## src/rtl/uart_pkg.sv

```systemverilog
// uart_pkg -- definitions shared by the UART transmitter and receiver.
//   State encodings (one-hot), default frame/oversample constants, and a
//   small constant helper used to size counters.
package uart_pkg;

   localparam int D_BIT_DEF      = 8;
   localparam int OVERSAMPLE_DEF = 16;
   localparam int SB_TICK_DEF    = 16;

   typedef enum logic [4:0] {
      IDLE   = 5'b00001,
      START  = 5'b00010,
      DATA   = 5'b00100,
      PARITY = 5'b01000,
      STOP   = 5'b10000
   } uart_state_e;

   function automatic int max_int(input int a, input int b);
      return (a > b) ? a : b;
   endfunction

endpackage

```

## src/rtl/uart_tx_hold.sv

```systemverilog
// uart_tx_hold -- one-entry holding register in front of the TX shifter.
//   clk_i, rst_n_i : clock, synchronous active-low reset
//   start_i        : load request, honoured only while ready_o is 1
//   data_i         : byte to hold
//   drain_i        : the FSM has taken the held byte
//   ready_o        : registered, high while the holding register is empty
//   valid_o/data_o : holding register contents
module uart_tx_hold
   import uart_pkg::*;
#(
   parameter int D_BIT = D_BIT_DEF
) (
   input  logic             clk_i,
   input  logic             rst_n_i,
   input  logic             start_i,
   input  logic [D_BIT-1:0] data_i,
   input  logic             drain_i,
   output logic             ready_o,
   output logic             valid_o,
   output logic [D_BIT-1:0] data_o
);

   logic             valid_q, valid_d;
   logic             ready_q, ready_d;
   logic [D_BIT-1:0] data_q, data_d;

   // A drain only happens while valid_q=1, when ready_q is already 0, so a
   // start on the drain cycle is dropped rather than queued.
   always_comb begin
      valid_d = valid_q;
      data_d  = data_q;
      if (drain_i) begin
         valid_d = 1'b0;
      end else if (start_i && ready_q) begin
         valid_d = 1'b1;
         data_d  = data_i;
      end
      ready_d = !valid_d;
   end

   always_ff @(posedge clk_i) begin
      if (!rst_n_i) begin
         valid_q <= 1'b0;
         ready_q <= 1'b1;
         data_q  <= '0;
      end else begin
         valid_q <= valid_d;
         ready_q <= ready_d;
         data_q  <= data_d;
      end
   end

   assign ready_o = ready_q;
   assign valid_o = valid_q;
   assign data_o  = data_q;

endmodule

```

## src/rtl/uart_tx_param.sv

```systemverilog
// uart_tx_param -- parameterised UART transmitter with a 1-entry holding
// register and back-to-back frame support.
//   clk, rst_n   : clock, synchronous active-low reset
//   tick_in      : one-clk baud-oversample enable
//   dato_in      : byte to send, taken when tx_start and tx_ready are both 1
//   tx_start     : load request
//   tx_ready     : holding register empty
//   dato_out     : registered serial line, idle high
//   tx_busy      : frame in progress
//   tx_done_tick : one-clk pulse on the last tick of the stop period
// Optional feature: define TX_PARITY_EN to insert a parity bit (even, or odd
// when PARITY_ODD=1) between the data bits and the stop period.
//
// state  | meaning
// IDLE   | line high, waiting for a held byte and a tick
// START  | start bit (0) for OVERSAMPLE ticks
// DATA   | D_BIT data bits, LSB first, OVERSAMPLE ticks each
// PARITY | parity bit for OVERSAMPLE ticks (TX_PARITY_EN only)
// STOP   | line high for SB_TICK ticks; chains to START if a byte is held
module uart_tx_param
   import uart_pkg::*;
#(
   parameter int D_BIT      = D_BIT_DEF,
   parameter int OVERSAMPLE = OVERSAMPLE_DEF,
   parameter int SB_TICK    = SB_TICK_DEF,
   parameter int PARITY_ODD = 0
) (
   input  logic             clk,
   input  logic             rst_n,
   input  logic             tick_in,
   input  logic [D_BIT-1:0] dato_in,
   input  logic             tx_start,
   output logic             tx_ready,
   output logic             dato_out,
   output logic             tx_busy,
   output logic             tx_done_tick
);

   localparam int TW = $clog2(max_int(OVERSAMPLE, SB_TICK));
   localparam int BW = $clog2(D_BIT + 1);
   localparam logic [TW-1:0] BIT_LAST  = TW'(OVERSAMPLE - 1);
   localparam logic [TW-1:0] STOP_LAST = TW'(SB_TICK - 1);
   localparam logic [BW-1:0] DATA_LAST = BW'(D_BIT - 1);

   if (D_BIT < 5 || D_BIT > 9) begin : g_bad_d_bit
      $error("uart_tx_param: D_BIT must be 5..9");
   end
   if (OVERSAMPLE < 8 || OVERSAMPLE > 32) begin : g_bad_oversample
      $error("uart_tx_param: OVERSAMPLE must be 8..32");
   end
   if (SB_TICK < 1 || SB_TICK > 32) begin : g_bad_sb_tick
      $error("uart_tx_param: SB_TICK must be 1..32");
   end
   if (PARITY_ODD < 0 || PARITY_ODD > 1) begin : g_bad_parity_odd
      $error("uart_tx_param: PARITY_ODD must be 0 or 1");
   end

   uart_state_e      state_q, state_d;
   logic [TW-1:0]    tick_cnt_q, tick_cnt_d;
   logic [BW-1:0]    bit_cnt_q, bit_cnt_d;
   logic [D_BIT-1:0] shift_q, shift_d;
   logic             dato_out_q, dato_out_d;
   logic             drain;
   logic             frame_end;
   logic             hold_valid;
   logic [D_BIT-1:0] hold_data;
`ifdef TX_PARITY_EN
   logic             parity_q, parity_d;
`endif

   uart_tx_hold #(.D_BIT(D_BIT)) u_hold (
      .clk_i   (clk),
      .rst_n_i (rst_n),
      .start_i (tx_start),
      .data_i  (dato_in),
      .drain_i (drain),
      .ready_o (tx_ready),
      .valid_o (hold_valid),
      .data_o  (hold_data)
   );

   always_comb begin
      state_d    = state_q;
      tick_cnt_d = tick_cnt_q;
      bit_cnt_d  = bit_cnt_q;
      shift_d    = shift_q;
      drain      = 1'b0;
      frame_end  = 1'b0;
`ifdef TX_PARITY_EN
      parity_d   = parity_q;
`endif
      case (state_q)
         IDLE: begin
            tick_cnt_d = '0;
            if (tick_in && hold_valid) begin
               state_d = START;
               drain   = 1'b1;
            end
         end
         START: if (tick_in) begin
            if (tick_cnt_q == BIT_LAST) begin
               tick_cnt_d = '0;
               state_d    = DATA;
            end else begin
               tick_cnt_d = tick_cnt_q + TW'(1);
            end
         end
         DATA: if (tick_in) begin
            if (tick_cnt_q == BIT_LAST) begin
               tick_cnt_d = '0;
               shift_d    = shift_q >> 1;
               if (bit_cnt_q == DATA_LAST) begin
                  bit_cnt_d = '0;
`ifdef TX_PARITY_EN
                  state_d   = PARITY;
`else
                  state_d   = STOP;
`endif
               end else begin
                  bit_cnt_d = bit_cnt_q + BW'(1);
               end
            end else begin
               tick_cnt_d = tick_cnt_q + TW'(1);
            end
         end
`ifdef TX_PARITY_EN
         PARITY: if (tick_in) begin
            if (tick_cnt_q == BIT_LAST) begin
               tick_cnt_d = '0;
               state_d    = STOP;
            end else begin
               tick_cnt_d = tick_cnt_q + TW'(1);
            end
         end
`endif
         STOP: if (tick_in) begin
            if (tick_cnt_q == STOP_LAST) begin
               tick_cnt_d = '0;
               frame_end  = 1'b1;
               if (hold_valid) begin
                  state_d = START;
                  drain   = 1'b1;
               end else begin
                  state_d = IDLE;
               end
            end else begin
               tick_cnt_d = tick_cnt_q + TW'(1);
            end
         end
         default: begin
            state_d    = IDLE;
            tick_cnt_d = '0;
            bit_cnt_d  = '0;
            shift_d    = '0;
         end
      endcase

      // Taking a byte from the holding register always starts a new frame.
      if (drain) begin
         shift_d   = hold_data;
         bit_cnt_d = '0;
`ifdef TX_PARITY_EN
         parity_d  = (^hold_data) ^ (PARITY_ODD != 0);
`endif
      end

      // The line is registered, so it is driven from the next state.
      case (state_d)
         START:   dato_out_d = 1'b0;
         DATA:    dato_out_d = shift_d[0];
`ifdef TX_PARITY_EN
         PARITY:  dato_out_d = parity_d;
`endif
         default: dato_out_d = 1'b1;
      endcase
   end

   always_ff @(posedge clk) begin
      if (!rst_n) begin
         state_q    <= IDLE;
         tick_cnt_q <= '0;
         bit_cnt_q  <= '0;
         shift_q    <= '0;
         dato_out_q <= 1'b1;
`ifdef TX_PARITY_EN
         parity_q   <= 1'b0;
`endif
      end else begin
         state_q    <= state_d;
         tick_cnt_q <= tick_cnt_d;
         bit_cnt_q  <= bit_cnt_d;
         shift_q    <= shift_d;
         dato_out_q <= dato_out_d;
`ifdef TX_PARITY_EN
         parity_q   <= parity_d;
`endif
      end
   end

   assign dato_out     = dato_out_q;
   assign tx_busy      = (state_q != IDLE);
   assign tx_done_tick = frame_end && rst_n;

endmodule

```

## config.mk

```make
export PLATFORM = sky130hd
export DESIGN_NAME = uart_tx_param
export DESIGN_NICKNAME = d
export VERILOG_FILES = /design/src/rtl/uart_pkg.sv /design/src/rtl/uart_tx_hold.sv /design/src/rtl/uart_tx_param.sv
export SDC_FILE = /design/constraint.sdc
export NUM_CORES = 1
export LEC_CHECK = 0
export BUFFER_PORTS_ARGS = -buffer_cell sky130_fd_sc_hd__buf_2
export CORE_MARGIN = 4
export CORE_UTILIZATION = 61
export CTS_CLUSTER_DIAMETER = 50
export DETAILED_ROUTE_END_ITERATION = 10
export PLACE_DENSITY = 0.83
export SLEW_MARGIN = 10
export SYNTH_ARGS = -nofsm -noshare
export SYNTH_HDL_FRONTEND = slang
export SYNTH_SLANG_ARGS = --single-unit
```

## constraint.sdc

```tcl
create_clock -name clk -period 3.54 [get_ports clk]
set_clock_uncertainty 0.2 [all_clocks]
set_input_delay 0 -clock clk [delete_from_list [all_inputs] [get_ports clk]]
set_output_delay 0 -clock clk [all_outputs]
set_load 0.05 [all_outputs]
```

# --- Word-level counts from Yosys, hierarchy flattened ---
# Cells that the tools add are included.
totals:
  register_bits: 32
  in_bits: 12
  out_inout_bits: 4
  wordCells: 69
op_classes:
  n_addsub: 2
  n_eq_ne: 14
  muxes: 30
  n_bitwise: 3
  n_reduce_logical: 11
op_table:
  columns: ["cell", "count"]
  rows:
  - ["5-bit 2-to-1 mux", 8]
  - ["8-bit 2-to-1 mux", 3]
  - ["5-bit case mux with 4 select lines", 1]
  - ["4-bit 2-to-1 mux", 4]
  - ["8-bit case mux with 2 select lines", 1]
  - ["5-bit by 2-bit equality test with 1-bit output (second input constant)", 2]
  - ["5-bit by 3-bit equality test with 1-bit output (second input constant)", 2]
  - ["1-bit 2-to-1 mux", 9]
  - ["4-bit by 1-bit adder with 4-bit output (second input constant)", 2]
  - ["4-bit case mux with 2 select lines", 1]
  - ["3-bit != test (second input constant)", 2]
  - ["3-bit AND reduction", 2]
  - ["3-bit OR reduction", 2]
  - ["5-bit by 1-bit equality test with 1-bit output (second input constant)", 1]
  - ["5-bit equality test (second input constant)", 1]
  - ["5-bit by 1-bit != test with 1-bit output (second input constant)", 1]
  - ["4-bit by 3-bit equality test with 1-bit output (second input constant)", 1]
  - ["4-bit equality test (second input constant)", 1]
  - ["2-bit != test (second input constant)", 2]
  - ["1-bit case mux with 2 select lines", 2]
  - ["2-bit AND reduction", 2]
  - ["1-bit logical AND", 3]
  - ["1-bit inverter", 3]
  - ["2-bit 2-to-1 mux", 1]
  - ["other kinds (3)", 3]

# --- Depth between registers and ports, before layout ---
# Gate-level depths: netlist of run 1.
depth:
  word_depth: 7
  ltp_mapped: 7
  depth_no_buf: 6

# --- Hierarchy ---
# From an unflattened synthesis of run 1, not the netlist that was laid out.
unflattened:
  cells_unflattened: 175
  hier_area_um2: 1515.2
by_module_without_submodules:
  columns: ["mod", "instances", "cells_per_inst", "area_per_inst_um2", "seq_area_each_um2"]
  rows:
  - ["uart_tx_param", 1, 134, 1121.1, 440.4]
  - ["uart_tx_hold", 1, 41, 394.1, 200.2]

# --- Worst setup path before layout of run 1 ---
# OpenSTA, ideal clock, no wires.
synth_path:
  path_type: "register to output"
  from: "reg state_q[4]"
  to: "out tx_done_tick"
  t_arrival_ns: 2.296
  t_required_ns: 3.340
  slack_ns: 1.044
  stages_incl_launch_ff: 4
  n_path_buf: 0
  cell_sequence: "dfxtp_1 -> or3b_1 -> or3_2 -> nor3_1"
synth_via:
  elab_chain_cells: 3
synth_lines:
  columns: ["element", "line", "text"]
  rows:
  - ["start: declaration", "uart_tx_param.sv:58", "uart_state_e state_q, state_d;"]
  - ["start signal: assignment", "uart_tx_param.sv:189", "state_q <= state_d;"]
  - ["5-bit equality test", "uart_tx_param.sv:92", "case (state_q)"]
  - ["1-bit 2-to-1 mux", "uart_tx_param.sv:92", null]
  - ["1-bit logical AND", "uart_tx_param.sv:202", "assign tx_done_tick = frame_end && rst_n;"]
  - ["end: declaration", "uart_tx_param.sv:36", "output logic tx_done_tick"]
# No other way between the ends.

# --- Worst setup path in the final report of run 1 ---
layout_path:
  from: "reg state_q[4]"
  to: "reg u_hold.data_q[4], in the netlist u_hold.data_o[4]"
layout_via:
  elab_chain_cells: 4
  word_cells_on_any_way: 5
  classes_between: "2 x eq/ne; 1 x mux; 1 x bitwise; 1 x reduce/logical"
layout_lines:
  columns: ["element", "line", "text"]
  rows:
  - ["5-bit equality test or 5-bit by 1-bit equality test with 1-bit output (tied branches)", "uart_tx_param.sv:92", null]
  - ["1-bit case mux with 2 select lines (*)", "uart_tx_param.sv:92", null]
  - ["1-bit inverter (no source line) (*)", null, null]
  - ["2-bit AND reduction (no source line) (*)", null, null]
  - ["end signal: assignment", "uart_tx_hold.sv:49", "data_q <= data_d;"]
  - ["end: declaration", "uart_tx_hold.sv:25", "logic [D_BIT-1:0] data_q, data_d;"]
# Mark *: on every way between the ends. The rest lies on a longest branch, timed or not.
# A chain may end at the register's enable or synchronous reset.

==> flow_summary.ini, run 1 <==
[route]
drt_iter0_markers = 72
antenna_violating_nets_post_route = 0
drcViolationCount = 0
routed-via-count = 1479
routed_wirelength_um = 3840
detailedRoute.firstPassIterationCount = 6
post_drt_wl_per_cell_um = 16.3
vias_per_cell = 6.27

[clock_tree]
clock_root_cell = clkbuf_4
numClockSinks = 32
post_cts_buffers = 0
htreeDepth = 2
clk_latency_ns = 0.35
tritoncts = done
cts_made_buffers = 5
clk_transition_reported_paths_ns = 0.12
cts_max_path_buffers = 2

[layout]
design.final.nets = 221
mostFrequentLayoutCell = dfxtp_1
finalCoreUtilization_pct = 78.8
synthToLayoutAreaGrowth_pct = 19.1
n_antenna_cell = 0
layout_common_cells = dfxtp_1 (32), nor2_1 (24), o21ai_0 (18)
post_route_cells_drive_above_1_share_pct = 15.9

[worst_setup_path]
worst-setup-path-type = register to register
worst-path-max-fanout = 19
timing.critical_path.arrival_ns = 3.14
critPathLaunchType = register
worst-endpoint-required_ns = 3.64
worst_setup_path_end_kind = register

[synth]
synth_edf_count = 0
synthesized_instance_count = 176
synth.lib_cells_used.distinct = 43
async_reset_ff_share_pct = 0
flip_flop_cell_with_the_highest_count_after_synthesis = dfxtp_1
netlist_area_mm2 = 0.00151
synth.yosys.warnings = 0
sequential_to_total_area_share_from_yosys_stat_pct = 42.5
mappedNetlistNets = 190
post_synth.cell_area_avg_um2 = 8.56
synth-seq-cells = 32

[floorplan]
design.die.area_mm2 = 0.00333
io-pin-count = 16
initial_utilization_pct = 66.2
floorplan.die.height_um = 57.7
placeableCoreArea_mm2 = 0.00228
placementRows = 17
die-width_um = 57.7

[flow_run]
timing.max_cap.violations = 0

[power]
power_density_mw_per_mm2 = 425
leakage_nw = 0.683
irDropWorstVdd_mv = 0.477

[sta]
slew_violations = 0
maxClockFrequency_ghz = 0.329
timing.setup.tns_ns = 0
layout_min_cycle_time_ns = 3.04
finalHoldViolCount = 0
timing.slew.headroom_pct = 51.3
rsz_0062_raised_after_global_routing = false
period_share_pct = 85.9
max_slew.worst_pin.slew_ns = 0.712
setup_viol = 0

[placed_design]
gp_congestion = 0.860
place.port_buffers = 15
dp_hpwl_um = 2140

[global_route]
gr-total-overflow = 0
groute.usage.overall_pct = 25.6
number_of_global_route_vias_before_repair = 1445
grt_max_degree = 20
antenna_found_initial = 0
grt_first_pass_wirelength_um = 6640

[hold_path]
hold_path_class = primary input to register

[run_status]
result_of_the_run = complete, no violations
==> what timing repair did <==
| item | 4_1_cts | 5_1_grt |
|---|---|---|
| resized for setup | 0 | 0 |
| hold endpoints to repair | 23 | 0 |
| hold buffers | 16 | 0 |
==> synthesized netlist by cell type (2+ instances only) <==
master | n | area share (%)
dfxtp_1 | 32 | 43
nor2_1 | 24 | 6.0
o21ai_0 | 18 | 6.0
nand2_1 | 14 | 3.5
nand3_1 | 13 | 4.3
a21oi_1 | 12 | 4.0
a221oi_1 | 6 | 3.5
inv_1 | 4 | 1.0
buf_6 | 3 | 2.2
nor2b_1 | 3 | 1.2
nor3_1 | 3 | 1.0
o211ai_1 | 3 | 1.5
xor2_1 | 3 | 1.7
a2111oi_0 | 2 | 1.2
a211oi_1 | 2 | 1.0
a22oi_1 | 2 | 1.0
and2_1 | 2 | 0.83
buf_2 | 2 | 0.66
ha_1 | 2 | 1.7
o21ai_1 | 2 | 0.66
or3_2 | 2 | 1.0
==> worst paths after layout <==
path              startpoint          endpoint  slack [ns]  cells after the start
setup / recovery  state_q[4]  u_hold.data_o[4]        0.50                      6
hold / removal      tx_start  u_hold.data_o[5]        0.02                      4
setup reg to reg  state_q[4]  u_hold.data_o[4]        0.50                      6
hold reg to reg   shift_q[7]        shift_q[7]        0.28                      2
==> routing by layer <==
metal / up-vias / wire length, um / GRT usage, %
li1: 697 / - / -
met1: 696 / 1590 / 30.3
met2: 74 / 1950 / 43.4
met3: 12 / 231 / 6.68
met4: 0 / 80 / 11.3
met5: - / 0 / 0
==> sequential cells by signal, summed over array words and instances (netlist names) <==
| register | cells |
|---|---|
| bit_cnt_q | 4 |
| state_q | 5 |
| u_hold.valid_o | 1 |
| u_hold.ready_o | 1 |
| u_hold.data_o | 8 |
| shift_q | 8 |
| tick_cnt_q | 4 |
| dato_out | 1 |
==> critical path, cell delays in order (launching register included) <==
cell,delay (ns)
dfxtp_1,0.41
or3b_1,0.40
or4_4,0.53
a21oi_4,0.44
o21ai_0,0.22
a21oi_1,0.22
dlygate4sd3_1,0.57
==> final cells by class <==
| class | count | area (um^2) |
|---|---|---|
| multi-input combinational | 132 | 777 |
| sequential | 32 | 641 |
| fill | 136 | 482 |
| timing repair buffer | 32 | 243 |
| clock inverter | 3 | 46.3 |
| clock buffer | 5 | 37.5 |
| tap | 28 | 35.0 |
| inverter | 4 | 15.0 |
==> report_power, final <==
part | internal [mW] | leakage (nW) | switching (mW)
sequential | 0.373 | 0.261 | 0.00985
combinational | 0.0370 | 0.381 | 0.0531
clock | 0.151 | 0.0418 | 0.139
==> logic make-up (layout without fill, tap and decap cells) <==
kind of cell | Yosys count | in the layout | synth area share [%]
AND/OR/NAND/NOR | 70 | 70 | 22.7
AO/OA/AOI/OAI | 54 | 54 | 23.8
flip-flops | 32 | 32 | 42.5
buffers and inverters | 12 | 44 | 5.90
XOR/XNOR | 3 | 3 | 1.74
adder cells (fa/ha/maj) | 2 | 2 | 1.66
multiplexers | 2 | 2 | 1.41
other | 1 | 1 | 0.249
==> stage by stage <==
| step | cell area (um^2) | cells | power [mW] | worst slack (ns) | hold WS (ns) |
|---|---|---|---|---|---|
| floorplan | 1510 | 176 | 0.445 | 1.04 | -0.0643 |
| global placement | 1550 | 212 | 0.457 | 1.26 | 0.0532 |
| detailed placement | 1550 | 212 | 0.460 | 1.18 | 0.0583 |
| CTS | 1790 | 236 | 0.754 | 0.646 | 0.0113 |
| global route | 1790 | 236 | 0.788 | 0.324 | 0.0839 |
| finish | 1790 | 236 | 0.763 | 0.499 | 0.0198 |
No activity file was read; power rests on OpenSTA's default activity.
==> run 2: changes to the inputs <==
--- a/config.mk
+++ b/config.mk
@@ -7,10 +7,11 @@
 export LEC_CHECK = 0
 export BUFFER_PORTS_ARGS = -buffer_cell sky130_fd_sc_hd__buf_2
 export CORE_MARGIN = 4
-export CORE_UTILIZATION = 61
+export CORE_UTILIZATION = 51
 export CTS_CLUSTER_DIAMETER = 50
 export DETAILED_ROUTE_END_ITERATION = 10
-export PLACE_DENSITY = 0.83
+export PLACE_DENSITY = 0.74
+export REMOVE_ABC_BUFFERS = 1
 export SLEW_MARGIN = 10
 export SYNTH_ARGS = -nofsm -noshare
 export SYNTH_HDL_FRONTEND = slang
==> constraint.sdc (replaced) <==
create_clock -name clk -period 2.47 [get_ports clk]
set_clock_uncertainty 0.2 [all_clocks]
set_input_delay 0.3705 -clock clk [delete_from_list [all_inputs] [get_ports clk]]
set_output_delay 0.3705 -clock clk [all_outputs]
set_load 0.05 [all_outputs]
==> flow_summary.ini, run 2 (same netlist as run 1, synthesis figures left out) <==
[run_status]
result_of_the_run = complete, no violations

[clock_tree]
numClockSinks = 32
cts_max_path_buffers = 2
htreeDepth = 2
tritoncts = done
cts_made_buffers = 5
clk_transition_reported_paths_ns = 0.10
clk_latency_ns = 0.33
clock_root_cell = clkbuf_4
post_cts_buffers = 0

[route]
detailedRoute.firstPassIterationCount = 4
post_drt_wl_per_cell_um = 13.4
drcViolationCount = 0
drt_iter0_markers = 87
routed-via-count = 1347
routed_wirelength_um = 3050
antenna_violating_nets_post_route = 0
vias_per_cell = 5.91

[global_route]
gr-total-overflow = 0
antenna_found_initial = 0
grt_first_pass_wirelength_um = 5530
grt_util_met1_pct = 20.3
top_usage_layer = met2
grt_max_degree = 20
groute.usage.overall_pct = 17.0
number_of_global_route_vias_before_repair = 1290
globalRouteMet2Util_pct = 28.4
grt_use_met3_pct = 5.77

[sta]
maxClockFrequency_ghz = 0.422
timing.slew.headroom_pct = 59.4
rsz_0062_raised_after_global_routing = false
layout_min_cycle_time_ns = 2.37
period_share_pct = 95.9
slew_violations = 0
setup_viol = 0
finalHoldViolCount = 0
max_slew.worst_pin.slew_ns = 0.593

[worst_setup_path]
worst-endpoint-required_ns = 1.90
cp_cell_sequence = or3b_4, or3_4, nor3_4, buf_6
timing.critical_path.buf_inv = 1
worst-path-max-fanout = 6
timing.critical_path.slowest_cell_delay_ns = 0.40
worst_setup_path_end_kind = primary output
worst-setup-path-type = register to primary output
critPathLaunchType = register
crit_path_max_delay_family = simple AND/OR/NAND/NOR gates
critical_path.slowest_cell = or3b_4
timing.critical_path.arrival_ns = 1.80

[layout]
post_layout_nonfiller_instances = 228
n_antenna_cell = 0
design.final.nets = 210
post_route_cells_drive_above_1_share_pct = 21.8
multi_input_comb_area_um2 = 795
layout_common_cells = dfxtp_1 (29), nor2_1 (24), o21ai_0 (18)
seqCellArea_um2 = 647
fill_cells = 246
synthToLayoutAreaGrowth_pct = 14.0
mostFrequentLayoutCell = dfxtp_1

[floorplan]
placementRows = 19
design.die.area_mm2 = 0.00389
io-pin-count = 16
die-width_um = 62.4
placeableCoreArea_mm2 = 0.00278
floorplan.die.height_um = 62.4
initial_utilization_pct = 54.2

[hold_path]
hold_path_class = primary input to register

[placed_design]
placed_cells_incl_taps = 220
place.port_buffers = 15
gp_congestion = 0.790
dp_hpwl_um = 2240

[power]
leakage_nw = 0.655
power_density_mw_per_mm2 = 637
p_total_mw = 1.09
irDropWorstVdd_mv = 0.513

[flow_run]
timing.max_cap.violations = 0
==> run 2: cell types whose count changed in the layout (fill, tap and decap cells not counted), moves of 2 or more <==
cell           before  now
dfxtp_1            32   29
buf_4               1    6
dfxtp_2             0    2
dlygate4sd3_1      16    0
clkbuf_8            0    2
==> run 2: layout make-up <==
class,instances,share of cell area (%)
multi-input combinational,132,46.3
inverter,4,0.875
tap,31,2.26
clock buffer,7,3.79
timing repair buffer,21,7.36
clock inverter,1,1.75
sequential,32,37.7
==> run 2: final timing paths <==
| check | cells after the start | endpoint | slack, ns | start |
|---|---|---|---|---|
| worst max-delay path | 4 | tx_done_tick | 0.10 | state_q[4] |
| worst min register to register | 2 | shift_q[7] | 0.28 | shift_q[7] |
| worst max register to register | 5 | u_hold.data_o[5] | 0.13 | state_q[4] |
| worst min-delay path | 3 | u_hold.data_o[2] | 0.08 | dato_in[2] |
==> run 2: metrics by stage <==
stage | area (um^2) | worst slack, ns | util (%) | TNS (ns) | hold slack [ns]
after floorplan | 1430 | -0.397 | - | -0.397 | 0.244
after global routing | 1720 | 0.0256 | 61.7 | 0 | 0.0729
after CTS | 1710 | 0.00569 | 61.4 | 0 | 0.0714
after detailed placement | 1590 | 0.0799 | 57.2 | 0 | 0.270
final | 1720 | 0.100 | 61.7 | 0 | 0.0845
after global placement | 1590 | 0.209 | 57.2 | 0 | 0.259
==> run 2: per-layer routing <==
metal / vias to the layer above / routed length (um)
met5: - / 0
met4: 0 / 42
met3: 5 / 164
met2: 29 / 1460
met1: 634 / 1380
li1: 679 / -
==> run 2: what timing repair did <==
item / CTS / global route
hold buffers: 0 / 0
pin swaps: 0 / 1
resized for setup: 6 / 4
setup endpoints to repair: 1 / 3
endpoints found under the hold margin: 0 / 0
==> run 2: tightest hold or removal path, delay by kind of cell <==
kind	cells	cell delay (ns)
buffers and inverters	1	0.10
AND/OR/NAND/NOR	1	0.05
AO/OA/AOI/OAI	1	0.05
==> run 2: power by group <==
group,total [mW],switching [mW],internal (mW)
Sequential,0.546,0.0130,0.533
Combinational,0.105,0.0668,0.0386
Clock,0.442,0.173,0.269
==> run 3: changes to the inputs <==
--- a/config.mk
+++ b/config.mk
@@ -7,10 +7,10 @@
 export LEC_CHECK = 0
 export BUFFER_PORTS_ARGS = -buffer_cell sky130_fd_sc_hd__buf_2
 export CORE_MARGIN = 4
-export CORE_UTILIZATION = 51
+export CORE_UTILIZATION = 57
 export CTS_CLUSTER_DIAMETER = 50
 export DETAILED_ROUTE_END_ITERATION = 10
-export PLACE_DENSITY = 0.74
+export PLACE_DENSITY = 0.79
 export REMOVE_ABC_BUFFERS = 1
 export SLEW_MARGIN = 10
 export SYNTH_ARGS = -nofsm -noshare
==> constraint.sdc (replaced) <==
create_clock -name clk -period 2.5 [get_ports clk]
set_clock_uncertainty 0.2 [all_clocks]
set_input_delay 0.375 -clock clk [delete_from_list [all_inputs] [get_ports clk]]
set_output_delay 0.375 -clock clk [all_outputs]
set_load 0.05 [all_outputs]
==> flow_summary.ini, run 3 (same netlist as run 1, synthesis figures left out) <==
[run_status]
result_of_the_run = complete, no violations

[hold_path]
hold_path_class = primary input to register

[layout]
mostFrequentLayoutCell = dfxtp_1
synthToLayoutAreaGrowth_pct = 10.5
post_route_cells_drive_above_1_share_pct = 20.1
fill_cells = 227
multi_input_comb_area_um2 = 788
design.final.nets = 207
seqCellArea_um2 = 647
layout_common_cells = dfxtp_1 (29), nor2_1 (24), o21ai_0 (18)
n_antenna_cell = 0
postLayoutCellArea_mm2 = 0.00166
finalCoreUtilization_pct = 66.6

[sta]
timing.setup.tns_ns = 0
layout_min_cycle_time_ns = 2.46
period_share_pct = 98.6
max_slew.worst_pin.slew_ns = 0.775
setup_viol = 0
finalHoldViolCount = 0
timing.slew.headroom_pct = 47.0
maxClockFrequency_ghz = 0.406
slew_violations = 0

[clock_tree]
clock_root_cell = clkbuf_4
cts_made_buffers = 5
clk_latency_ns = 0.32
htreeDepth = 2
clk_transition_reported_paths_ns = 0.10
numClockSinks = 32
cts_max_path_buffers = 2
tritoncts = done

[placed_design]
place.port_buffers = 15
dp_hpwl_um = 2120
gp_congestion = 0.801
postPlaceCellArea_mm2 = 0.00157

[global_route]
grt_first_pass_wirelength_um = 5120
grt_max_degree = 20
antenna_found_initial = 0
groute.usage.overall_pct = 19.0
gr-total-overflow = 0
number_of_global_route_vias_before_repair = 1191

[route]
routed_wirelength_um = 3030
detailedRoute.firstPassIterationCount = 4
routed-via-count = 1314
vias_per_cell = 5.87
drcViolationCount = 0
drt_iter0_markers = 64
antenna_violating_nets_post_route = 0
post_drt_wl_per_cell_um = 13.5

[power]
power_density_mw_per_mm2 = 611
leakage_nw = 0.621
irDropWorstVdd_mv = 0.612
p_total_mw = 1.02

[floorplan]
placeableCoreArea_mm2 = 0.00250
design.die.area_mm2 = 0.00353
floorplan.die.height_um = 59.4
io-pin-count = 16
placementRows = 18
initial_utilization_pct = 60.3
die-width_um = 59.4

[worst_setup_path]
timing.critical_path.arrival_ns = 1.89
critPathLaunchType = register
worst-endpoint-required_ns = 1.92
worst-path-max-fanout = 6
worst_setup_path_end_kind = primary output
worst-setup-path-type = register to primary output

[flow_run]
timing.max_cap.violations = 0
[run 3: report_power, final]
group / total (mW) / internal, mW / leakage [nW] / switching, mW
sequential: 0.539 / 0.527 / 0.262 / 0.0128
clock: 0.377 / 0.210 / 0.0422 / 0.168
combinational: 0.100 / 0.0359 / 0.316 / 0.0645
[run 3: critical path, cell delays in order (launching register included)]
cell and delay (ns):
dfxtp_2 0.36, or3b_4 0.41, or3_4 0.36, nor3_2 0.19
buf_4 0.23
[run 3: metrics by stage]
stage          instances  setup slack (ns)  hold slack, ns
2_1_floorplan        168            -0.371           0.244
3_3_place_gp         216             0.236           0.258
3_5_place_dp         216             0.179           0.265
4_1_cts              224            0.0323          0.0750
5_1_grt              224           -0.0544          0.0784
6_report             224            0.0359          0.0870
[run 3: repair_timing]
item                                   in CTS  in global routing
hold buffers                                0                  0
setup endpoints to repair                   1                  2
buffers inserted                            0                  0
gates resized for setup                     4                  4
endpoints found under the hold margin       0                  0
[run 3: area by class of cell]
class / count / share of cell area [%]
inverters: 4 / 0.902
repair buffers: 18 / 6.02
well taps: 30 / 2.26
clock inverters: 2 / 2.11
multi-input cells: 132 / 47.4
flip-flops and latches: 32 / 38.9
clock buffers: 6 / 2.48
[run 3: path summary, 6_finish.rpt]
| kind | from | end | slack (ns) | cells past startpoint |
|---|---|---|---|---|
| setup / recovery | state_q[1] | tx_done_tick | 0.04 | 4 |
| hold / removal | dato_in[6] | u_hold.data_o[6] | 0.09 | 3 |
| setup reg to reg | state_q[2] | dato_out | 0.19 | 5 |
| hold reg to reg | u_hold.data_o[2] | u_hold.data_o[2] | 0.28 | 2 |
[run 3: routing by layer]
metal	GRT usage, %	routed length, um
met2	31.0	1430
met4	7.44	67
met3	6.97	198
met1	22.4	1330
met5	0	0
